$ cat src/rtl/fp_pipe_skid_stage.sv
// Elastic valid/ready stage for the FP datapath: main register plus one skid entry.
// in_ready is taken from the state register alone, so it has no combinational path from out_ready.
module fp_pipe_skid_stage #(
  parameter int unsigned EXP_W = 8,
  parameter int unsigned MAN_W = 52,
  parameter int unsigned CNT_W = 16
) (
  input  logic             clk,
  input  logic             rst,
  input  logic             flush,
  input  logic             in_valid,
  output logic             in_ready,
  input  logic [EXP_W-1:0] in_exp,
  input  logic [MAN_W-1:0] in_sum,
  input  logic [MAN_W-1:0] in_sum_pos,
  output logic             out_valid,
  input  logic             out_ready,
  output logic [EXP_W-1:0] out_exp,
  output logic [MAN_W-1:0] out_sum,
  output logic [MAN_W-1:0] out_sum_pos,
  output logic [1:0]       occupancy,
  output logic [CNT_W-1:0] stall_cnt
);

  typedef enum logic [1:0] {
    ST_EMPTY = 2'd0,
    ST_ONE   = 2'd1,
    ST_FULL  = 2'd2
  } state_t;

  state_t state_q, state_d;

  logic [EXP_W-1:0] main_exp_q, main_exp_d, skid_exp_q, skid_exp_d;
  logic [MAN_W-1:0] main_sum_q, main_sum_d, skid_sum_q, skid_sum_d;
  logic [MAN_W-1:0] main_pos_q, main_pos_d, skid_pos_q, skid_pos_d;
  logic [CNT_W-1:0] stall_cnt_q, stall_cnt_d;

  logic accept;
  logic deliver;

  assign in_ready    = (state_q != ST_FULL);
  assign out_valid   = (state_q != ST_EMPTY);
  assign accept      = in_valid & in_ready;
  assign deliver     = out_valid & out_ready;
  assign occupancy   = state_q;
  assign out_exp     = main_exp_q;
  assign out_sum     = main_sum_q;
  assign out_sum_pos = main_pos_q;
  assign stall_cnt   = stall_cnt_q;

  always_comb begin
    state_d    = state_q;
    main_exp_d = main_exp_q;
    main_sum_d = main_sum_q;
    main_pos_d = main_pos_q;
    skid_exp_d = skid_exp_q;
    skid_sum_d = skid_sum_q;
    skid_pos_d = skid_pos_q;

    unique case (state_q)
      ST_EMPTY: begin
        if (accept) begin
          main_exp_d = in_exp;
          main_sum_d = in_sum;
          main_pos_d = in_sum_pos;
          state_d    = ST_ONE;
        end
      end
      ST_ONE: begin
        if (accept && deliver) begin
          main_exp_d = in_exp;
          main_sum_d = in_sum;
          main_pos_d = in_sum_pos;
        end else if (accept) begin
          skid_exp_d = in_exp;
          skid_sum_d = in_sum;
          skid_pos_d = in_sum_pos;
          state_d    = ST_FULL;
        end else if (deliver) begin
          state_d = ST_EMPTY;
        end
      end
      ST_FULL: begin
        if (deliver) begin
          main_exp_d = skid_exp_q;
          main_sum_d = skid_sum_q;
          main_pos_d = skid_pos_q;
          state_d    = ST_ONE;
        end
      end
      default: state_d = ST_EMPTY;
    endcase

    // Flush overrides any transition, including an accept in the same cycle.
    if (flush) begin
      state_d    = ST_EMPTY;
      main_exp_d = '0;
      main_sum_d = '0;
      main_pos_d = '0;
      skid_exp_d = '0;
      skid_sum_d = '0;
      skid_pos_d = '0;
    end
  end

  always_comb begin
    stall_cnt_d = stall_cnt_q;
    if (out_valid && !out_ready && (stall_cnt_q != '1)) begin
      stall_cnt_d = stall_cnt_q + 1'b1;
    end
  end

  always_ff @(posedge clk or negedge rst) begin
    if (!rst) begin
      state_q     <= ST_EMPTY;
      main_exp_q  <= '0;
      main_sum_q  <= '0;
      main_pos_q  <= '0;
      skid_exp_q  <= '0;
      skid_sum_q  <= '0;
      skid_pos_q  <= '0;
      stall_cnt_q <= '0;
    end else begin
      state_q     <= state_d;
      main_exp_q  <= main_exp_d;
      main_sum_q  <= main_sum_d;
      main_pos_q  <= main_pos_d;
      skid_exp_q  <= skid_exp_d;
      skid_sum_q  <= skid_sum_d;
      skid_pos_q  <= skid_pos_d;
      stall_cnt_q <= stall_cnt_d;
    end
  end

endmodule

$ cat config.mk
export PLATFORM = sky130hd
export DESIGN_NAME = fp_pipe_skid_stage
export DESIGN_NICKNAME = d
export VERILOG_FILES = /design/src/rtl/fp_pipe_skid_stage.sv
export SDC_FILE = /design/constraint.sdc
export NUM_CORES = 1
export LEC_CHECK = 0
export CAP_MARGIN = 10
export CELL_PAD_IN_SITES_DETAIL_PLACEMENT = 2
export CELL_PAD_IN_SITES_GLOBAL_PLACEMENT = 2
export CORE_AREA = 2 2 164 247
export DETAILED_ROUTE_END_ITERATION = 10
export DIE_AREA = 0 0 166 249
export PLACE_DENSITY_LB_ADDON = 0.1
export SYNTH_ARGS = -nofsm -noshare
export SYNTH_HDL_FRONTEND = slang
export SYNTH_SLANG_ARGS = --single-unit
$ cat constraint.sdc
create_clock -name clk -period 2.3 [get_ports clk]
set_input_delay 0.345 -clock clk [delete_from_list [all_inputs] [get_ports clk]]
set_output_delay 0.345 -clock clk [all_outputs]
set_load 0.1 [all_outputs]
* Word-level counts from Yosys, hierarchy flattened
Cells that the tools add are included.
** Word-level totals
- Bits in registers :: 242
- Bits of input ports :: 117
- Output and inout bits :: 132
- Word-level logic and storage cells :: 64
** Operators by class
- $add $sub $neg :: 1
- Eq/ne operators :: 10
- Mux-type cells :: 31
- Bitwise operators :: 2
- Reductions and logical operators :: 12
** Operators with widths (number)
- 52-bit two-way mux :: 14
- 52-bit one-hot mux with 3 select lines :: 2
- 8-bit two-way mux :: 7
- 8-bit one-hot mux with 3 select lines :: 1
- 16-bit by 1-bit adder with 16-bit output (second input constant) :: 1
- 16-bit inequality test (second input constant) :: 1
- 2-bit two-way mux :: 6
- 3-bit inequality test (second input constant) :: 4
- 4-bit AND reduction :: 2
- 2-bit one-hot mux with 3 select lines :: 1
- 2-bit nonzero test :: 3
- 2-bit inequality test (second input constant) :: 2
- 4-bit inequality test (second input constant) :: 1
- 4-bit nonzero test :: 1
- 1-bit logical AND :: 3
- 3-bit AND reduction :: 1
- 1-bit AND :: 2
- 2-bit by 1-bit equality test with 1-bit output (second input constant) :: 1
- 2-bit equality test (second input constant) :: 1
- 2-bit zero test :: 1
- 1-bit zero test :: 1

* Longest topological paths before layout
- Depth in word-level cells :: 7
- Depth in mapped cells :: 10
- Depth with buffers taken out :: 6

* Least setup slack after synthesis
OpenSTA, ideal clock, no wires.
- Path type :: flip-flop to flip-flop
- From :: reg state_q[0], in the netlist occupancy[0]
- To :: reg state_q[1], in the netlist occupancy[1]
- Arrival time :: 3.019 ns
- Data required time :: 2.219 ns
- Setup slack :: -0.800 ns
- Stages on the path, launching flop included :: 7
- Path buffers :: 0
- Cell sequence :: dfrtp_1 -> inv_1 -> ha_1 -> inv_1 -> o22ai_1 -> or4_1 -> a21oi_1
** RTL lines
- from (decl) :: RTL line 31 : state_t state_q, state_d;
- from (signal assigned) :: RTL line 124 : state_q <= state_d;
- 2-bit nonzero test * :: RTL line 42 : assign out_valid = (state_q != ST_EMPTY);
- via out_valid :: RTL line 16 : output logic out_valid,
- 1-bit AND * :: RTL line 44 : assign deliver = out_valid & out_ready;
- 1-bit logical AND :: RTL line 70 : if (accept && deliver) begin
- 3-bit inequality test (no source line)
- 4-bit AND reduction (no source line) *
Mark *: on every way through the listed nets, which the timed path passes. The rest lies on a longest branch. The select of a mux whose other input is x is not followed.
A chain may end at the register's enable or synchronous reset.

* Worst setup path after layout
- From :: reg state_q[0], in the netlist occupancy[0]
- To :: reg main_sum_q[7], in the netlist out_sum[7]
** On the way
- Word-level cells in the longest chain between the ends :: 5
** Ends and longest elaborated chain
- 2-bit inequality test / 2-bit nonzero test (equally long branches) :: RTL line 41, 42
- 1-bit AND, on equally long branches :: RTL line 43, 44
- 1-bit logical AND :: RTL line 70
- 3-bit inequality test (no source line)
- 4-bit AND reduction (no source line)
- to (signal assigned) :: RTL line 126 : main_sum_q <= main_sum_d;
- to (decl) :: RTL line 34 : logic [MAN_W-1:0] main_sum_q, main_sum_d, skid_sum_q, skid_sum_d;
Several ways; a longest one is shown, not always the timed one.

==> impl_metrics.tcl <==
set metrics [dict create \
    outcome "completed" \
    wirelength_met1_um 16600 \
    gpl.final_weighted_congestion 0.754 \
    layout_min_cycle_time_ns 2.21 \
    cts-root-to-sink-buffers 3 \
    top_level_ports 249 \
    drt_pass1_iterations 4 \
    postRouteAntennaNets 0 \
    syn_avg_cell_area_um2 10.2 \
    antenna_violations_before_repair 3 \
    worst-slew-pin-transition_ns 0.651 \
    wl_met2_um 21700 \
    path_max_fanout 14 \
    first_iter_violations 287 \
    maximum_number_of_pins_on_one_net_before_global_route_repair 66 \
    detail_route.wl_per_cell_um 21.7 \
    wirelength_um 40800 \
    detail_route.drc_violations 0 \
    cp_data_arrival_time_ns 2.63 \
    areaGrowthSynthToFinish_pct 38.2 \
    via_count_of_the_first_global_routing_pass 11000 \
    num-nets-final 1481 \
    grt_overflow_total 0 \
    clock_skew_ns 0.00742 \
    h-tree-depth 1 \
    hold_class "in2async" \
    timing.critical_path.to_type "register" \
    final-setup-viol-count 0 \
    timing.final.crit_share 0.961 \
    wl_met3_um 1830 \
    synth.distinct_cells 39 \
    route.vias.total 9597 \
    synth_edf_count 0 \
    rsz0062_at_grt "false" \
    achievable-frequency_ghz 0.452 \
    final_hold_viol_count 0 \
    place.detailed.hpwl_um 26500 \
    insertion_delay_ns 0.55 \
    cts.clk_slew.worst_paths_ns 0.06 \
    grt_first_pass_wirelength_um 65000 \
    path_class "reg2reg" \
    relSlewSlack 0.562 \
    cts_buffers 27 \
    instances_no_fill 1879 \
    std_cell_rows 89 \
    globalRouteTotalUtil 0.195 \
    route.detailed.vias_per_inst 5.11 \
    final_hold_slack_ns 0.280 \
    crit_required_ns 2.72 \
    cts-root-buf "sky130_fd_sc_hd__clkbuf_16" \
    cts_tree "built" \
    drive_above_1_share 0.238 \
    synth.ff_latch_count 242 \
    coreArea_mm2 0.0391 \
    initial_utilization 0.288 \
    die_area_mm2 0.0413 \
    postSynthNetCount 1230 \
    synth_warnings 0 \
    synth_area_mm2 0.0113 \
    highest-signal-layer "met5" \
    setup_tns_ns 0 \
    clock_sinks 242 \
    syn-instance-count 1107 \
    die_h_um 249 \
    slew_viol_final 0 \
    sequential_element_share_of_the_synthesized_area 0.538 \
    placedCellCount 1817 \
    synth_top_flop_cell "sky130_fd_sc_hd__dfrtp_1" \
    synthArstFlopShare 1.00 \
    width_of_the_die_um 166 \
    place.port_buffers 248 \
    cap_violations 0 \
    setup.worst_path.start_class "register" \
]
==> critical path, cell delays in order, from the launching register on <==
cell                        delay [ns]
sky130_fd_sc_hd__dfrtp_4          0.51
sky130_fd_sc_hd__ha_2             0.20
sky130_fd_sc_hd__or4bb_1          0.55
sky130_fd_sc_hd__o31ai_4          0.13
sky130_fd_sc_hd__or2_4            0.27
sky130_fd_sc_hd__buf_4            0.16
sky130_fd_sc_hd__clkbuf_16        0.19
sky130_fd_sc_hd__a211oi_1         0.08
==> worst paths after layout <==
path	start	to	slack (ns)	depth (start not counted)
min in group clk	flush	out_sum_pos[13]$_DFFE_PN0P_	0.36	2
hold / removal	rst	skid_pos_q[17]$_DFFE_PN0P_	0.28	2
max in group asynchronous	rst	skid_exp_q[0]$_DFFE_PN0P_	1.34	3
setup reg to reg	occupancy[0]$_DFFE_PN0P_	out_sum[7]$_DFFE_PN0P_	0.09	7
hold reg to reg	skid_sum_q[45]$_DFFE_PN0P_	skid_sum_q[45]$_DFFE_PN0P_	0.52	2
setup / recovery	occupancy[0]$_DFFE_PN0P_	out_sum[7]$_DFFE_PN0P_	0.09	7
==> cells in the mapped netlist (all sizes together), types with 6 or more instances <==
master  instances  share of area
inv             7         0.0023
ha              6         0.0067
nor2            8         0.0027
a211oi        112          0.084
nand4           8         0.0044
nand2         233          0.078
mux2i         112           0.10
a21oi         118          0.052
nor3          115          0.051
buf            47          0.031
clkbuf         54          0.018
dfrtp         242           0.54
xor2            7         0.0054
==> cell usage in the layout, fill, tap and decap left out, drive strengths merged, types with 3 or more instances in the layout <==
| cell | count |
|---|---|
| nor4 | 5 |
| a21oi | 118 |
| a211oi | 112 |
| nand2 | 233 |
| nor2 | 8 |
| nand3 | 3 |
| nor3 | 115 |
| clkdlybuf4s50 | 114 |
| xor2 | 7 |
| mux2 | 3 |
| buf | 205 |
| clkinv | 6 |
| and4 | 3 |
| dfrtp | 242 |
| ha | 6 |
| a31oi | 4 |
| clkbuf | 45 |
| nand2b | 3 |
| inv | 6 |
| nand4 | 8 |
| mux2i | 112 |
==> routing by layer <==
layer  global-route usage  vias to the layer above
li1                     -                     4415
met1                0.234                     4963
met2                0.359                      180
met3               0.0365                       35
met4               0.0447                        4
met5                    0                        -
==> repair_timing <==
| action | CTS | global route |
|---|---|---|
| hold buffers | 1 | 0 |
| buffers inserted | 0 | 9 |
| gates resized for setup | 0 | 2 |
| endpoints found under the hold margin | 33 | 0 |
| endpoints found under the setup margin | 0 | 69 |
==> cell families (layout without fill, tap and decap cells) <==
| logic type | Yosys count | after routing | share of synthesized area |
|---|---|---|---|
| other cells | 0 | 1 | 0 |
| xor+xnor | 9 | 9 | 0.00700 |
| simple gates | 388 | 388 | 0.151 |
| compound gates | 239 | 239 | 0.144 |
| fa+ha+maj | 6 | 6 | 0.00666 |
| buf+inv | 108 | 379 | 0.0518 |
| flops | 242 | 242 | 0.538 |
| mux | 115 | 115 | 0.103 |
==> registers in the layout (all words and copies together), names as in the netlist <==
signal,count
skid_pos_q,52
skid_exp_q,8
out_sum,52
skid_sum_q,52
occupancy,2
out_sum_pos,52
out_exp,8
stall_cnt,16
==> area by class of cell <==
cell class	instances	area (µm²)
fillers	4141	23500
inverters	7	32.5
flip-flops and latches	242	6070
clock inverters	7	37.5
well taps	500	626
repair buffers	323	3110
clock buffers	42	812
diodes	1	2.50
multi-input cells	757	4880
==> metrics by stage <==
step,instance area [µm²],setup WS [ns],util
finish,15600,0.0898,0.398
global route,15600,0.000923,0.398
CTS,15400,0.0163,0.395
detailed placement,14600,-0.149,0.373
global placement,14600,-0.0743,0.373
floorplan,11600,-0.0792,-
Power is left out: the tool's default activity adds up to more than one toggle a clock period on the data nets, which glitch-free logic cannot reach.
